**src/rtl/mac_feeder_pkg.sv**
```systemverilog
// Shared types and constants for the mac_col feeder: FSM states, the fixed
// load-burst length and the column instruction encodings.
package mac_feeder_pkg;

    typedef enum logic [2:0] {
        ST_IDLE,
        ST_KFILL,
        ST_LOAD,
        ST_EXEC,
        ST_FLUSH
    } state_e;

    localparam int LOAD_LEN = 10;
    localparam int LCNT_W   = $clog2(LOAD_LEN);

    localparam logic [1:0] INST_IDLE = 2'b00;
    localparam logic [1:0] INST_LOAD = 2'b01;
    localparam logic [1:0] INST_EXEC = 2'b10;

    // Leading load words are zero padding so column c captures its key at word 9-c.
    function automatic logic is_pad(input logic [LCNT_W-1:0] w, input int n_col);
        return int'(w) < (LOAD_LEN - n_col);
    endfunction

endpackage

```
**src/rtl/key_rev_buf.sv**
```systemverilog
// Key register file for the feeder: written in arrival order through an
// internal write index, read at an arbitrary index for the reversed burst.
module key_rev_buf #(
    parameter int  W     = 64,
    parameter int  DEPTH = 8,
    localparam int IDX_W = (DEPTH > 1) ? $clog2(DEPTH) : 1
) (
    input  logic             clk,
    input  logic             reset,
    input  logic             clr_i,
    input  logic             wr_i,
    input  logic [W-1:0]     wr_data_i,
    input  logic [IDX_W-1:0] rd_idx_i,
    output logic [W-1:0]     rd_data_o,
    output logic             wr_last_o
);

    logic [IDX_W-1:0] wr_idx_q;
    logic [W-1:0]     mem_q [DEPTH];

    // NOTE: sequential state uses non-blocking assignments so every register
    // samples pre-edge values regardless of process evaluation order.
    always_ff @(posedge clk or posedge reset) begin
        if (reset) begin
            wr_idx_q <= '0;
        end else if (clr_i) begin
            wr_idx_q <= '0;
        end else if (wr_i) begin
            wr_idx_q <= wr_idx_q + 1'b1;
        end
    end

    // NOTE: the storage array has no reset; every slot is rewritten before it
    // is read, so resetting it would only add reset fan-out.
    always_ff @(posedge clk) begin
        if (wr_i) begin
            mem_q[wr_idx_q] <= wr_data_i;
        end
    end

    assign rd_data_o = mem_q[rd_idx_i];
    assign wr_last_o = (wr_idx_q == IDX_W'(DEPTH - 1));

endmodule

```
**src/rtl/mac_feeder.sv**
```systemverilog
// Instruction/operand transmitter for column 0 of the mac_col array.
// Optional MAC_FEEDER_PERF_EN adds a saturating EXEC stall counter output.
module mac_feeder
    import mac_feeder_pkg::*;
#(
    parameter int bw     = 8,
    parameter int pr     = 8,
    parameter int col    = 8,
    parameter int qcnt_w = 8
) (
    input  logic              clk,
    input  logic              reset,
    input  logic              start,
    input  logic [qcnt_w-1:0] n_query,
    input  logic              k_valid,
    output logic              k_ready,
    input  logic [pr*bw-1:0]  k_data,
    input  logic              q_valid,
    output logic              q_ready,
    input  logic [pr*bw-1:0]  q_data,
    output logic [1:0]        o_inst,
    output logic [pr*bw-1:0]  o_q,
    output logic              busy,
`ifdef MAC_FEEDER_PERF_EN
    output logic [15:0]       stall_cnt,
`endif
    output logic              done
);

    localparam int W     = pr * bw;
    localparam int IDX_W = (col > 1) ? $clog2(col) : 1;

    state_e            state_q, state_d;
    logic [LCNT_W-1:0] lcnt_q, lcnt_d;
    logic [qcnt_w-1:0] qcnt_q, qcnt_d;
    logic [qcnt_w-1:0] nq_q, nq_d;
    logic [1:0]        inst_q, inst_d;
    logic [W-1:0]      word_q, word_d;
    logic [W-1:0]      oq_q;
    logic              done_q, done_d;

    logic              k_hs, q_hs, start_acc, wr_last;
    logic [IDX_W-1:0]  rd_idx;
    logic [W-1:0]      key_rd, load_word;

    assign k_ready   = (state_q == ST_KFILL);
    assign q_ready   = (state_q == ST_EXEC);
    assign k_hs      = k_valid & k_ready;
    assign q_hs      = q_valid & q_ready;
    assign start_acc = start & (state_q == ST_IDLE);
    assign busy      = (state_q != ST_IDLE);

    assign rd_idx    = IDX_W'(LOAD_LEN - 1 - int'(lcnt_q));
    assign load_word = is_pad(lcnt_q, col) ? '0 : key_rd;

    key_rev_buf #(
        .W     (W),
        .DEPTH (col)
    ) u_kbuf (
        .clk       (clk),
        .reset     (reset),
        .clr_i     (start_acc),
        .wr_i      (k_hs),
        .wr_data_i (k_data),
        .rd_idx_i  (rd_idx),
        .rd_data_o (key_rd),
        .wr_last_o (wr_last)
    );

    // NOTE: every signal driven here gets a default first, so no path through
    // the case statement can leave one unassigned and infer a latch.
    always_comb begin
        state_d = state_q;
        lcnt_d  = lcnt_q;
        qcnt_d  = qcnt_q;
        nq_d    = nq_q;
        inst_d  = INST_IDLE;
        word_d  = '0;
        done_d  = 1'b0;
        case (state_q)
            ST_IDLE: begin
                if (start) begin
                    state_d = ST_KFILL;
                    nq_d    = n_query;
                    qcnt_d  = '0;
                end
            end
            ST_KFILL: begin
                // Word 0 issues on the last key handshake so LOAD follows without a gap.
                if (k_hs && wr_last) begin
                    inst_d  = INST_LOAD;
                    word_d  = load_word;
                    lcnt_d  = lcnt_q + 1'b1;
                    state_d = ST_LOAD;
                end
            end
            ST_LOAD: begin
                inst_d = INST_LOAD;
                word_d = load_word;
                lcnt_d = lcnt_q + 1'b1;
                if (lcnt_q == LCNT_W'(LOAD_LEN - 1)) begin
                    lcnt_d  = '0;
                    state_d = (nq_q == '0) ? ST_FLUSH : ST_EXEC;
                end
            end
            ST_EXEC: begin
                if (q_hs) begin
                    inst_d = INST_EXEC;
                    word_d = q_data;
                    qcnt_d = qcnt_q + 1'b1;
                    if (qcnt_d == nq_q) begin
                        state_d = ST_FLUSH;
                    end
                end
            end
            ST_FLUSH: begin
                done_d  = 1'b1;
                state_d = ST_IDLE;
            end
            default: state_d = ST_IDLE;
        endcase
    end

    always_ff @(posedge clk or posedge reset) begin
        if (reset) begin
            state_q <= ST_IDLE;
            lcnt_q  <= '0;
            qcnt_q  <= '0;
            nq_q    <= '0;
            inst_q  <= INST_IDLE;
            word_q  <= '0;
            oq_q    <= '0;
            done_q  <= 1'b0;
        end else begin
            state_q <= state_d;
            lcnt_q  <= lcnt_d;
            qcnt_q  <= qcnt_d;
            nq_q    <= nq_d;
            inst_q  <= inst_d;
            word_q  <= word_d;
            oq_q    <= word_q;
            done_q  <= done_d;
        end
    end

    assign o_inst = inst_q;
    assign o_q    = oq_q;
    assign done   = done_q;

`ifdef MAC_FEEDER_PERF_EN
    logic [15:0] stall_cnt_q;

    always_ff @(posedge clk or posedge reset) begin
        if (reset) begin
            stall_cnt_q <= '0;
        end else if (start_acc) begin
            stall_cnt_q <= '0;
        end else if ((state_q == ST_EXEC) && !q_valid && (stall_cnt_q != '1)) begin
            stall_cnt_q <= stall_cnt_q + 1'b1;
        end
    end

    assign stall_cnt = stall_cnt_q;
`endif

endmodule

```
**config.mk**
```make
export PLATFORM = sky130hd
export DESIGN_NAME = mac_feeder
export DESIGN_NICKNAME = d
export VERILOG_FILES = /design/src/rtl/mac_feeder_pkg.sv /design/src/rtl/key_rev_buf.sv /design/src/rtl/mac_feeder.sv
export SDC_FILE = /design/constraint.sdc
export NUM_CORES = 1
export LEC_CHECK = 0
export CORE_UTILIZATION = 57
export CTS_CLUSTER_DIAMETER = 200
export DETAILED_ROUTE_END_ITERATION = 8
export GPL_ROUTABILITY_DRIVEN = 0
export PLACE_DENSITY_LB_ADDON = 0.3
export SLEW_MARGIN = 20
export SYNTH_ARGS = -nofsm -noshare
export SYNTH_HDL_FRONTEND = slang
export SYNTH_SLANG_ARGS = --single-unit
```
**constraint.sdc**
```tcl
create_clock -name clk -period 7.2 [get_ports clk]
set_input_delay 1.08 -clock clk [delete_from_list [all_inputs] [get_ports clk]]
set_output_delay 1.08 -clock clk [all_outputs]
set_load 0.01 [all_outputs]
```
==> results.md, run 1 <==
- Status: finished clean
- Clock insertion delay at the later pin of the skew report: 0.58 ns
- Ranking of synthesized cells by area: edfxtp_1 (62%), dfrtp_1 (16%), mux4_2 (12%)
- Period utilization: 0.496
- Critical path arrival: 3.77 ns
- Fin crit period: 3.57 ns
- Tightest Pin Transition: 1.03 ns
- Maximum VDD drop: 0.356 mV
- RSZ-0062 raised after global routing: no
- Syn_nets: 1,334
- Clk sinks: 669
- Hold_buf cts: 0
- Row count: 75
- Synth Area per Inst: 20.8 µm²
- DR DRC count: 0
- Asr flop ratio synth: 0.235
- Fill count: 2,514
- All-Layer GR Usage: 0.230
- Leak: 10.5 nW
- Max-cap viol count: 0
- Critical path fanouts, max: 41
- Pre-antenna DRT Iters: 4
- Seq/Total Area, Yosys: 0.782
- Yosys reg bits: 669
- Global route overflow: 0
- Top-area cell type share of the netlist area: 0.623
- Post-synth EDFFs: 512
- Final count of hold timing violations: 0
- Initial core utilization: 0.583
- Area grow syn2layout: 20.2%
- Number of CTS-inserted buffers: 67
- Cells along the critical path: clkdlybuf4s50_1 > and2_1 > nand2_1 > nor2_4 > buf_4
- Delay-heaviest family, CP: buffers and inverters
- Max clock buf depth: 3
- Skew final: 0.0140 ns
- Initial detailed-routing violation count: 902
- Total wire length: 48,700 µm
- Die X: 210 µm
- Pwr dens: 391 nW/µm²
- WS Path Type: in2reg
- HP Class: reg2reg
- Core area: 42,300 µm²
- Post-route ant nets: 0
- Worst slew margin: 0.315
- Final slew viol count: 0
- Setup violators final: 0
- Reg area: 19,300 µm²
- Area used by multi-input combinational logic: 5080 µm²
- Cells after Synth: 1,187
- Total negative setup slack: 0 ns
- Fin nets: 1,574
- Chip Height: 210 µm
- Most frequent cell after synthesis: edfxtp_1
- Routed wire per std cell: 23.6 µm
- CP max stage delay: 0.74 ns
- CTS clk-pin slew, worst paths: 0.06 ns
- PostCTS Resize Cnt: 0
- Yosys top cell by area: edfxtp_1
- Clk root buf: clkbuf_16
- DP Wirelength: 27,700 µm
- Critical Path Source Type: primary input
- Final Power: 11.6 mW
- DR vias: 11,857
- Share of cells above drive strength 1: 0.182
- Max Clock Freq: 0.280 GHz
- Vias in the first global route: 12,673
- Critical path buffer and inverter count: 2
- Syn Std Cell Area: 24,700 µm²
- First-pass GRT wire length: 74,800 µm
- CP required: 7.39 ns
- Yosys cell types: 48
- CTS tree: yes
- Synth cell count leaders: edfxtp_1 (512), dfrtp_1 (157), mux4_2 (128)
- Vias per cell: 5.75
- Largest net degree at the start of global routing: 97
- Initial antenna violation count: 10
- Post-CTS Setup Repair Bufs: 0
- PortBufs: 210
- Number of I/O pins: 211
- H-tree Lvls: 3
- YS warnings: 0
- Critical-path top delay cell: buf_4
- Critical path endpoint category: flop
- Die Area: 44,100 µm²
- Ys flop type: edfxtp_1
-- placed cells by master (no fill, tap or decap), drive strengths merged, types with 2 or more instances in the layout --
cell type	count
clkdlybuf4s50	210
o21ai	74
clkinv	18
inv	9
buf	19
nor2	18
a211oi	3
o21bai	3
nand3b	2
clkinvlp	2
ha	6
bufinv	5
clkbuf	96
nor4	2
xnor2	3
dfrtp	157
and4	2
nand4	2
a22o	3
o31ai	6
and2	3
nand2b	7
edfxtp	512
a21o	3
xor2	8
and3	3
mux2i	65
mux2	7
nand2	76
a21oi	6
nor3	5
nand3	8
mux4	128
diode	4
-- layout make-up --
type                       instances  area share
tap                              577      0.0243
clock buffer                      96      0.0679
sequential                       669       0.651
inverter                           7     0.00114
clock inverter                    27     0.00894
timing repair buffer             229      0.0756
multi-input combinational        453       0.171
antenna                            4    0.000337
-- final timing paths --
kind	startpoint	end	slack (ns)	cells past startpoint
max in group asynchronous	reset	lcnt_q[0]	4.79	3
worst max register to register	state_q[0]	u_kbuf.mem_q[5][7]	3.86	5
worst max-delay path	k_valid	u_kbuf.mem_q[5][7]	3.63	5
worst min-delay path	word_q[11]	o_q[11]	0.34	0
min in group asynchronous	reset	o_q[42]	1.05	2
worst min register to register	word_q[11]	o_q[11]	0.34	0
-- report_power, final --
group / total (mW) / switching, mW / internal (mW)
sequential: 4.98 / 0.283 / 4.70
combinational: 3.09 / 1.57 / 1.52
clock: 3.52 / 1.39 / 2.13
total: 11.6 / 3.25 / 8.35
-- logic make-up (layout without fill, tap and decap cells) --
kind of cell | Yosys count | count (layout) | share of synthesized area
flip-flops | 669 | 669 | 0.782
multiplexers | 200 | 200 | 0.146
AND/OR/NAND/NOR | 132 | 132 | 0.0247
AO/OA/AOI/OAI | 104 | 104 | 0.0245
buffers and inverters | 65 | 359 | 0.0154
XOR/XNOR | 11 | 11 | 0.00390
adder cells (fa/ha/maj) | 6 | 6 | 0.00304
other | 0 | 4 | 0
-- per-layer routing --
layer / vias to the layer above / global-route usage / part of all wire / wire length (µm)
met1: 6164 / 0.316 / 0.41 / 20100
met5: - / 0 / 0.0012 / 58
li1: 5214 / - / - / -
met4: 10 / 0.0843 / 0.021 / 1030
met3: 79 / 0.0483 / 0.059 / 2860
met2: 390 / 0.370 / 0.51 / 24700
-- sequential cells by signal, summed over array words and instances (netlist names) --
signal           cells
o_inst               2
qcnt_q               8
state_q              3
o_q                 64
done                 1
word_q              64
lcnt_q               4
u_kbuf.wr_idx_q      3
u_kbuf.mem_q       512
nq_q                 8
-- worst reg2reg max path, stage by stage (launching register included) --
cell	delay, ns
dfrtp_1	0.56
nor3b_1	0.29
and2_1	0.31
nand2_1	0.27
nor2_4	0.73
buf_4	0.77
-- metrics by stage --
stage / hold WS [ns] / setup WS (ns) / cells / utilization / cell area [µm²]
2_1_floorplan: 0.331 / 0.879 / 1187 / - / 24700
3_3_place_gp: 0.331 / 3.07 / 1935 / 0.647 / 27400
6_report: 0.342 / 3.63 / 2062 / 0.701 / 29700
3_5_place_dp: 0.335 / 3.01 / 1935 / 0.647 / 27400
4_1_cts: 0.348 / 3.59 / 2058 / 0.701 / 29700
5_1_grt: 0.352 / 3.46 / 2062 / 0.701 / 29700
No activity file was read; power rests on OpenSTA's default activity.
==> inputs of run 2 (changes only) <==
- clock period: 7.2 -> 3.6 ns (I/O delays scaled with it)
==> results.md, run 2 (synthesis gave the netlist of run 1 again) <==
- Vias per cell: 5.79
- Critical path endpoint category: primary output
- Final slew viol count: 0
- Global route overflow: 0
- Initial core utilization: 0.583
- Maximum VDD drop: 0.572 mV
- Max-cap viol count: 0
- Pre-antenna DRT Iters: 5
- Pwr dens: 782 nW/µm²
- Total negative setup slack: 0 ns
- Post-route ant nets: 0
- Largest Register: u_kbuf.mem_q
- HP Class: in2async
- Fin crit period: 2.60 ns
- Core area: 42,300 µm²
- Share of cells above drive strength 1: 0.188
- H-tree Lvls: 2
- All-Layer GR Usage: 0.234
- Area grow syn2layout: 21.0%
- Routed wire per std cell: 24.4 µm
- Period utilization: 0.723
- RSZ-0062 raised after global routing: no
- First-pass GRT wire length: 76,200 µm
- Die X: 210 µm
- Post-CTS Setup Repair Bufs: 0
- Status: finished clean
- Critical path arrival: 2.06 ns
- DP Wirelength: 27,700 µm
- DR vias: 11,966
- Die Area: 44,100 µm²
- Final setup margin: 0.996 ns
- Most frequent cells in the layout: edfxtp_1 (512), clkdlybuf4s50_1 (210), dfrtp_1 (156)
- Critical path fanouts, max: 11
- Clk sinks: 669
- Fill count: 2,559
- Initial antenna violation count: 5
- Leak: 10.5 nW
- Clock insertion delay at the later pin of the skew report: 0.63 ns
- Final count of hold timing violations: 0
- Fin nets: 1,580
- Max Clock Freq: 0.384 GHz
- Max reg flops: 512
- Worst slew margin: 0.526
- CTS tree: yes
- CTS clk-pin slew, worst paths: 0.06 ns
- Row count: 75
- Commonest non-fill, non-tap cell in the layout: edfxtp_1
- Number of I/O pins: 211
- Chip Height: 210 µm
- DR DRC count: 0
- Vias in the first global route: 12,814
- Number of CTS-inserted buffers: 61
- PostCTS Resize Cnt: 0
- Clk root buf: clkbuf_16
- Largest net degree at the start of global routing: 67
- Post-place setup slack: 0.834 ns
- Setup violators final: 0
- Skew final: 0.0194 ns
- Total wire length: 50,400 µm
- Max clock buf depth: 3
- Initial detailed-routing violation count: 1,031
- Tightest Pin Transition: 0.711 ns
- PortBufs: 210
- CP required: 3.06 ns
- Critical Path Source Type: flop
- Hold_buf cts: 0
- WS Path Type: reg2out
## run 2: path summary, 6_finish.rpt
check                                start                  end  slack, ns  cells past startpoint
worst max-delay path            state_q[0]              k_ready        1.0                      2
min in group clk                word_q[61]              o_q[61]       0.35                      0
worst min register to register  word_q[61]              o_q[61]       0.35                      0
worst max register to register  state_q[0]  u_kbuf.mem_q[0][26]       1.06                      5
worst min-delay path                 reset              o_q[21]       0.34                      2
max in group asynchronous            reset            lcnt_q[0]       2.50                      3
## run 2: through the flow
step | instances | instance area (µm²) | power, mW | hold WS [ns] | utilization
4_1_cts | 2063 | 29900 | 23.6 | 0.322 | 0.706
3_5_place_dp | 1947 | 27700 | 16.6 | 0.335 | 0.654
6_report | 2065 | 29900 | 23.4 | 0.335 | 0.706
2_1_floorplan | 1187 | 24700 | 14.4 | 0.331 | -
3_3_place_gp | 1947 | 27700 | 16.4 | 0.332 | 0.654
5_1_grt | 2063 | 29900 | 24.3 | 0.353 | 0.706
## run 2: critical path: stages, from the launching register on
cell,delay (ns)
dfrtp_1,0.55
nor3b_1,0.27
clkdlybuf4s50_1,0.64
## run 2: layout make-up
type / count / area, µm² / area share
Inverter: 7 / 32.5 / 0.00109
Multi-Input combinational cell: 453 / 5090 / 0.170
Clock inverter: 38 / 507 / 0.0170
Timing Repair Buffer: 241 / 2520 / 0.0845
Tap cell: 577 / 722 / 0.0242
Clock buffer: 78 / 1680 / 0.0563
Antenna cell: 2 / 5.00 / 0.000168
Sequential cell: 669 / 19300 / 0.646
## run 2: power by group
part | switching, mW | internal (mW) | total, mW
Sequential | 0.398 | 9.40 | 9.80
Combinational | 3.46 | 3.21 | 6.66
Clock | 2.80 | 4.10 | 6.91
## run 2: layer usage
metal / vias to the layer above / wire, µm / global-route usage
li1: 5216 / - / -
met1: 6289 / 20500 / 0.311
met2: 366 / 26200 / 0.400
met3: 87 / 2670 / 0.0438
met4: 8 / 1010 / 0.0705
met5: - / 65 / 0
==> inputs of run 3 (changes only) <==
- CORE_UTILIZATION: 57 -> 52
- clock period: 3.6 -> 2.1 ns (I/O delays scaled with it)
==> results.md, run 3 (synthesis gave the netlist of run 1 again) <==
- CP max stage delay: 0.38 ns
- Pwr dens: 1340 nW/µm²
- Total negative setup slack: 0 ns
- Routed wire per std cell: 23.1 µm
- Largest net degree at the start of global routing: 51
- Skew final: 0.0185 ns
- Number of CTS-inserted buffers: 68
- Critical path endpoint category: flop
- Maximum VDD drop: 1.00 mV
- Ant diodes: 0
- Initial detailed-routing violation count: 823
- Critical-path top delay cell: dfrtp_1
- Cell Int Power: 29.4 mW
- Critical Path Source Type: flop
- Largest Register: u_kbuf.mem_q
- Clock power share: 0.288
- PortBufs: 210
- Area grow syn2layout: 23.5%
- Setup violators final: 0
- Delay-heaviest family, CP: simple AND/OR/NAND/NOR gates
- CTS tree: yes
- Pre-antenna DRT Iters: 7
- Final setup margin: 0.0930 ns
- Share of cells above drive strength 1: 0.209
- DP Wirelength: 29,800 µm
- Clk sinks: 669
- Clock insertion delay at the later pin of the skew report: 0.59 ns
- Max Clock Freq: 0.498 GHz
- Post-route ant nets: 0
- Core area: 46,700 µm²
- Max clock buf depth: 3
- Die X: 220 µm
- Worst slew margin: 0.623
- R2r worst-path depth: 7
- Post-place setup slack: 0.0179 ns
- Status: complete, but fails checks
- DR vias: 12,052
- HP Class: in2async
- WS Path Type: reg2reg
- Critical Path Sink: u_kbuf.mem_q[6][15]
- Cells along the critical path: buf_4 > nor3b_4 > and2_4 > nand2b_4 > buf_12 > nor2_4 > buf_12
- Most frequent cells in the layout: edfxtp_1 (512), clkdlybuf4s50_1 (207), dfrtp_1 (156)
- Critical path fanouts, max: 33
- Final slew viol count: 0
- Worst flop-to-flop path endpoint: u_kbuf.mem_q[6][15]
- CP required: 2.36 ns
- First-pass GRT wire length: 75,000 µm
- Die Area: 48,300 µm²
- Chip Height: 220 µm
- Violated checks: DRC
- RSZ-0062 raised after global routing: no
- Initial core utilization: 0.529
- Critical path buffer and inverter count: 3
- Critical path arrival: 2.27 ns
- Cell mode on critical path: buf_12
- Total wire length: 49,300 µm
- DR DRC count: 28
- Leak: 10.8 nW
- Vias per cell: 5.64
- Max-cap viol count: 0
- Max reg flops: 512
- Vias in the first global route: 12,718
- Critical Path Stages: 7
- H-tree Lvls: 3
- Number of I/O pins: 211
- Commonest non-fill, non-tap cell in the layout: edfxtp_1
- RR Startpoint: state_q[2]
- Sw Ratio: 0.281
- Crit path from: state_q[2]
- Initial antenna violation count: 3
- Fin crit period: 2.01 ns
- CTS clk-pin slew, worst paths: 0.06 ns
- Tightest Pin Transition: 0.561 ns
- Seq pwr share: 0.408
- Worst R2R Setup Slack: 0.09 ns
- Final count of hold timing violations: 0
- Switching Power: 11.5 mW
- Clk root buf: clkbuf_16
- Row count: 79
- Period utilization: 0.956
- Global route overflow: 0
- Fin nets: 1,624
- All-Layer GR Usage: 0.211
- Comb power frac: 0.303
[run 3: stage by stage]
stage          std cells  area [µm²]   util  hold WS [ns]  power (mW)
4_1_cts             2135       30500  0.653        0.0431        41.4
3_3_place_gp        2012       28300  0.606         0.332        29.3
6_report            2135       30500  0.653        0.0718        40.9
3_5_place_dp        2012       28300  0.606         0.335        29.5
2_1_floorplan       1187       24800      -         0.331        24.7
5_1_grt             2135       30500  0.653        0.0875        42.6
[run 3: what timing repair did]
| action | in CTS | in global routing |
|---|---|---|
| resized for setup | 7 | 1 |
| endpoints found under the setup margin | 3 | 1 |
| hold buffers | 0 | 0 |
| buffers inserted | 2 | 0 |
[run 3: per-layer routing]
metal | track usage | part of all wire | up-vias
met5 | 0 | 0.00081 | -
met4 | 0.0572 | 0.020 | 6
met3 | 0.0457 | 0.055 | 83
met2 | 0.341 | 0.50 | 318
met1 | 0.293 | 0.43 | 6333
li1 | - | - | 5312
[run 3: cell type report]
class | count | area, µm²
timing repair buffer | 278 | 3070
fill | 3079 | 16200
sequential | 669 | 19300
clock inverter | 23 | 221
tap | 607 | 759
multi-input combinational | 453 | 5120
clock buffer | 98 | 1970
inverter | 7 | 32.5
[run 3: power by group through the flow]
| stage | logic (mW) | clock network (mW) | registers (mW) |
|---|---|---|---|
| detailed placement | 12.6 | 0 | 17.0 |
| CTS | 12.6 | 12.0 | 16.7 |
| finish | 12.4 | 11.8 | 16.7 |
| floorplan | 7.75 | 0 | 17.0 |
| global placement | 12.4 | 0 | 16.9 |
| global route | 13.3 | 12.5 | 16.8 |
[run 3: how the worst min path moves through the flow]
| stage | to |
|---|---|
| after floorplan | o_q[0] |
| after global placement | o_q[54] |
| after detailed placement | o_q[2] |
| after CTS | o_q[53] |
| after global routing | o_q[53] |
| final | o_q[53] |
[run 3: worst reg2reg max path, stage by stage (launching register included)]
cell and delay, ns:
dfrtp_1 0.38, buf_4 0.14, nor3b_4 0.20, and2_4 0.25, nand2b_4 0.10, buf_12 0.14, nor2_4 0.18, buf_12 0.27
==> variant (flow settings as in run 1) <==
Compare `lcnt_q` against `LCNT_W'(LOAD_LEN - 1)` with >= in place of ==.
--- a/src/rtl/mac_feeder.sv
+++ b/src/rtl/mac_feeder.sv
@@ -100,3 +100,3 @@
                 lcnt_d = lcnt_q + 1'b1;
-                if (lcnt_q == LCNT_W'(LOAD_LEN - 1)) begin
+                if (lcnt_q >= LCNT_W'(LOAD_LEN - 1)) begin
                     lcnt_d  = '0;
Formal check against the unedited RTL: no difference found for any inputs over 4 cycles, from zero or initial values and one cycle with reset high; that may be too few to reach the edited logic, so the function may still have changed.
==> variant against run 1 <==
Total power fell by 1.9%. Global-route usage fell by 0.62 points. Cell area fell by 0.42%. Sequential cell count did not move. Synthesized area fell by 0.37%. Worst setup slack improved by 0.062 ns. Routed wire length fell by 1.6%. Hold slack got worse by 0.0029 ns. First-iteration DRC count rose by 9.4%. Largest cell class unchanged.
==> variant: results (changes against run 1) <==
[drt]
firstDrtPassIters=5  ; +1
routed_wl_mm=48.0  ; -1.6%
via_per_inst=5.83  ; +1.4%
drtIter0Drc=987  ; +9.4%

[critical_path]
worstPathMaxFanout=39  ; -4.9%
rrSetupSlack_ns=3.90  ; +0.04 ns
cp.arrival_ns=3.71  ; -0.06 ns
worstReg2RegEnd=state_q[0]$_DFFE_PP0P_
r2r_start=lcnt_q[0]$_DFFE_PP0P_
worstRegToRegCells=9  ; +4

[finish]
clock_area_frac=0.0743  ; -0.00256
n_antenna_cell=3  ; -1
n_all_buffers=226  ; -1.3%
nClkBuffers=96  ; unchanged
final-seq-area_mm2=0.0193  ; unchanged
nonClkBufAreaFrac=0.0763  ; +0.000656
multi_input_area_mm2=0.00508  ; about the same
fillCellCount=2531  ; +0.68%
multi_input_gates=452  ; -0.22%
drive_gt1_frac=0.185  ; +0.00222
n_all_inverters=6  ; -1
fin_nets=1569  ; -0.32%

[logic_synthesis]
yosysWarnings=0  ; unchanged
syn_nets=1333  ; -0.075%
synthTopCellsByArea=edfxtp_1 (63%), dfrtp_1 (16%), mux4_2 (12%)
synth_commonest_cells=edfxtp_1 (512), dfrtp_1 (157), mux4_2 (128), o21ai_0 (78), nand2_1 (76)
synthAdderAreaFrac=0.00356  ; +0.000520
synth_mux_area_frac=0.147  ; +0.000594
synth-edff-count=512  ; unchanged
ys_seq_area_frac=0.785  ; +0.00290
synth_cell_types=52  ; +8.3%
synth_compound_area_frac=0.0234  ; -0.00118
synth-xor-area-share=0.00463  ; +0.000727

[placement]
dpl_worst_slack_ns=3.11  ; +0.101 ns
io_buffers=210  ; unchanged
hpwlAfterDp_mm=26.2  ; -5.3%

[clock_tree]
clk_path_buf_depth=3  ; unchanged
clk_latency_ns=0.58  ; about the same
cts_buffers=66  ; -1.5%

[global_routing]
grt_max_degree=90  ; -7.2%
globalRouteTotalUtil=0.224  ; -0.00619
grt_pass1_wl_mm=72.8  ; -2.6%
overflow=0  ; unchanged
grt_pass1_vias=12465  ; -1.6%
antenna_found_initial=6  ; -4

[pwr]
peakVddDrop_v=0.000296  ; -17%
p_clk_mw=3.43  ; -3%
p_per_area_mw_per_mm2=385  ; -1.5%
power_leakage_nw=10.4  ; -0.33%
swShare=0.275  ; -0.00459
comb-power_mw=2.99  ; -3%

[sta]
setup_viol=0  ; unchanged
holdWs_ns=0.339  ; -0.00288 ns
slew-limit-headroom=0.310  ; -0.00575
clock_skew_ns=0.0167  ; +0.00266 ns
timing.final.ws_setup_ns=3.69  ; +0.0620 ns

[min_path]
hp-start=word_q[7]$_DFF_PP0_
hold_end=o_q[7]$_DFF_PP0_
whs_path_depth=0  ; unchanged

[status]
status=complete, no violations

variant: cell count changes in the layout (fill, tap and decap cells not counted), moves of 4 or more:
cell	change
o21ai_1	-67
clkbuf_8	-5
mux2_1	-6
clkinvlp_4	+5
clkbuf_1	+6
clkinv_2	-5
o21ai_0	+71
mux2_2	+7
a21oi_1	-4
xnor2_1	+4
a31oi_1	+4
buf_4	-5
nand3_1	-4
variant: worst max path at each step:
stage,depth (start not counted),end,startpoint
final,5,u_kbuf.mem_q[3][16]$_DFFE_PP_,k_valid
after global placement,5,u_kbuf.mem_q[5][26]$_DFFE_PP_,k_valid
after CTS,5,u_kbuf.mem_q[5][50]$_DFFE_PP_,k_valid
after detailed placement,5,u_kbuf.mem_q[2][26]$_DFFE_PP_,k_valid
after global routing,9,state_q[0]$_DFFE_PP0P_,lcnt_q[0]$_DFFE_PP0P_
after floorplan,4,u_kbuf.mem_q[0][0]$_DFFE_PP_,k_valid
variant: worst max-delay path, stage by stage:
cell and delay [ns]:
clkdlybuf4s50_1 0.49, and3_1 0.32, nand2_1 0.29, nor2_4 0.80, buf_4 0.65
variant: through the flow:
step / area [um^2] / instances / util
detailed placement: 27300 / 1891 / 0.647
floorplan: 24600 / 1185 / -
global route: 29500 / 2014 / 0.700
finish: 29500 / 2016 / 0.700
CTS: 29500 / 2012 / 0.699
global placement: 27300 / 1891 / 0.647
variant: routing by layer:
metal,share of wire,GRT usage,up-vias
met2,0.51,0.369,341
li1,-,-,5189
met4,0.023,0.0813,8
met5,0.0010,0,-
met3,0.053,0.0473,89
met1,0.41,0.300,6132
variant: cells by family (layout without fill, tap and decap cells):
kind of cell,count (synthesis),after routing
fa+ha+maj,7,7
flops,669,669
xor+xnor,13,13
mux,200,200
compound gates,100,100
other cells,0,3
buf+inv,64,353
simple gates,132,132
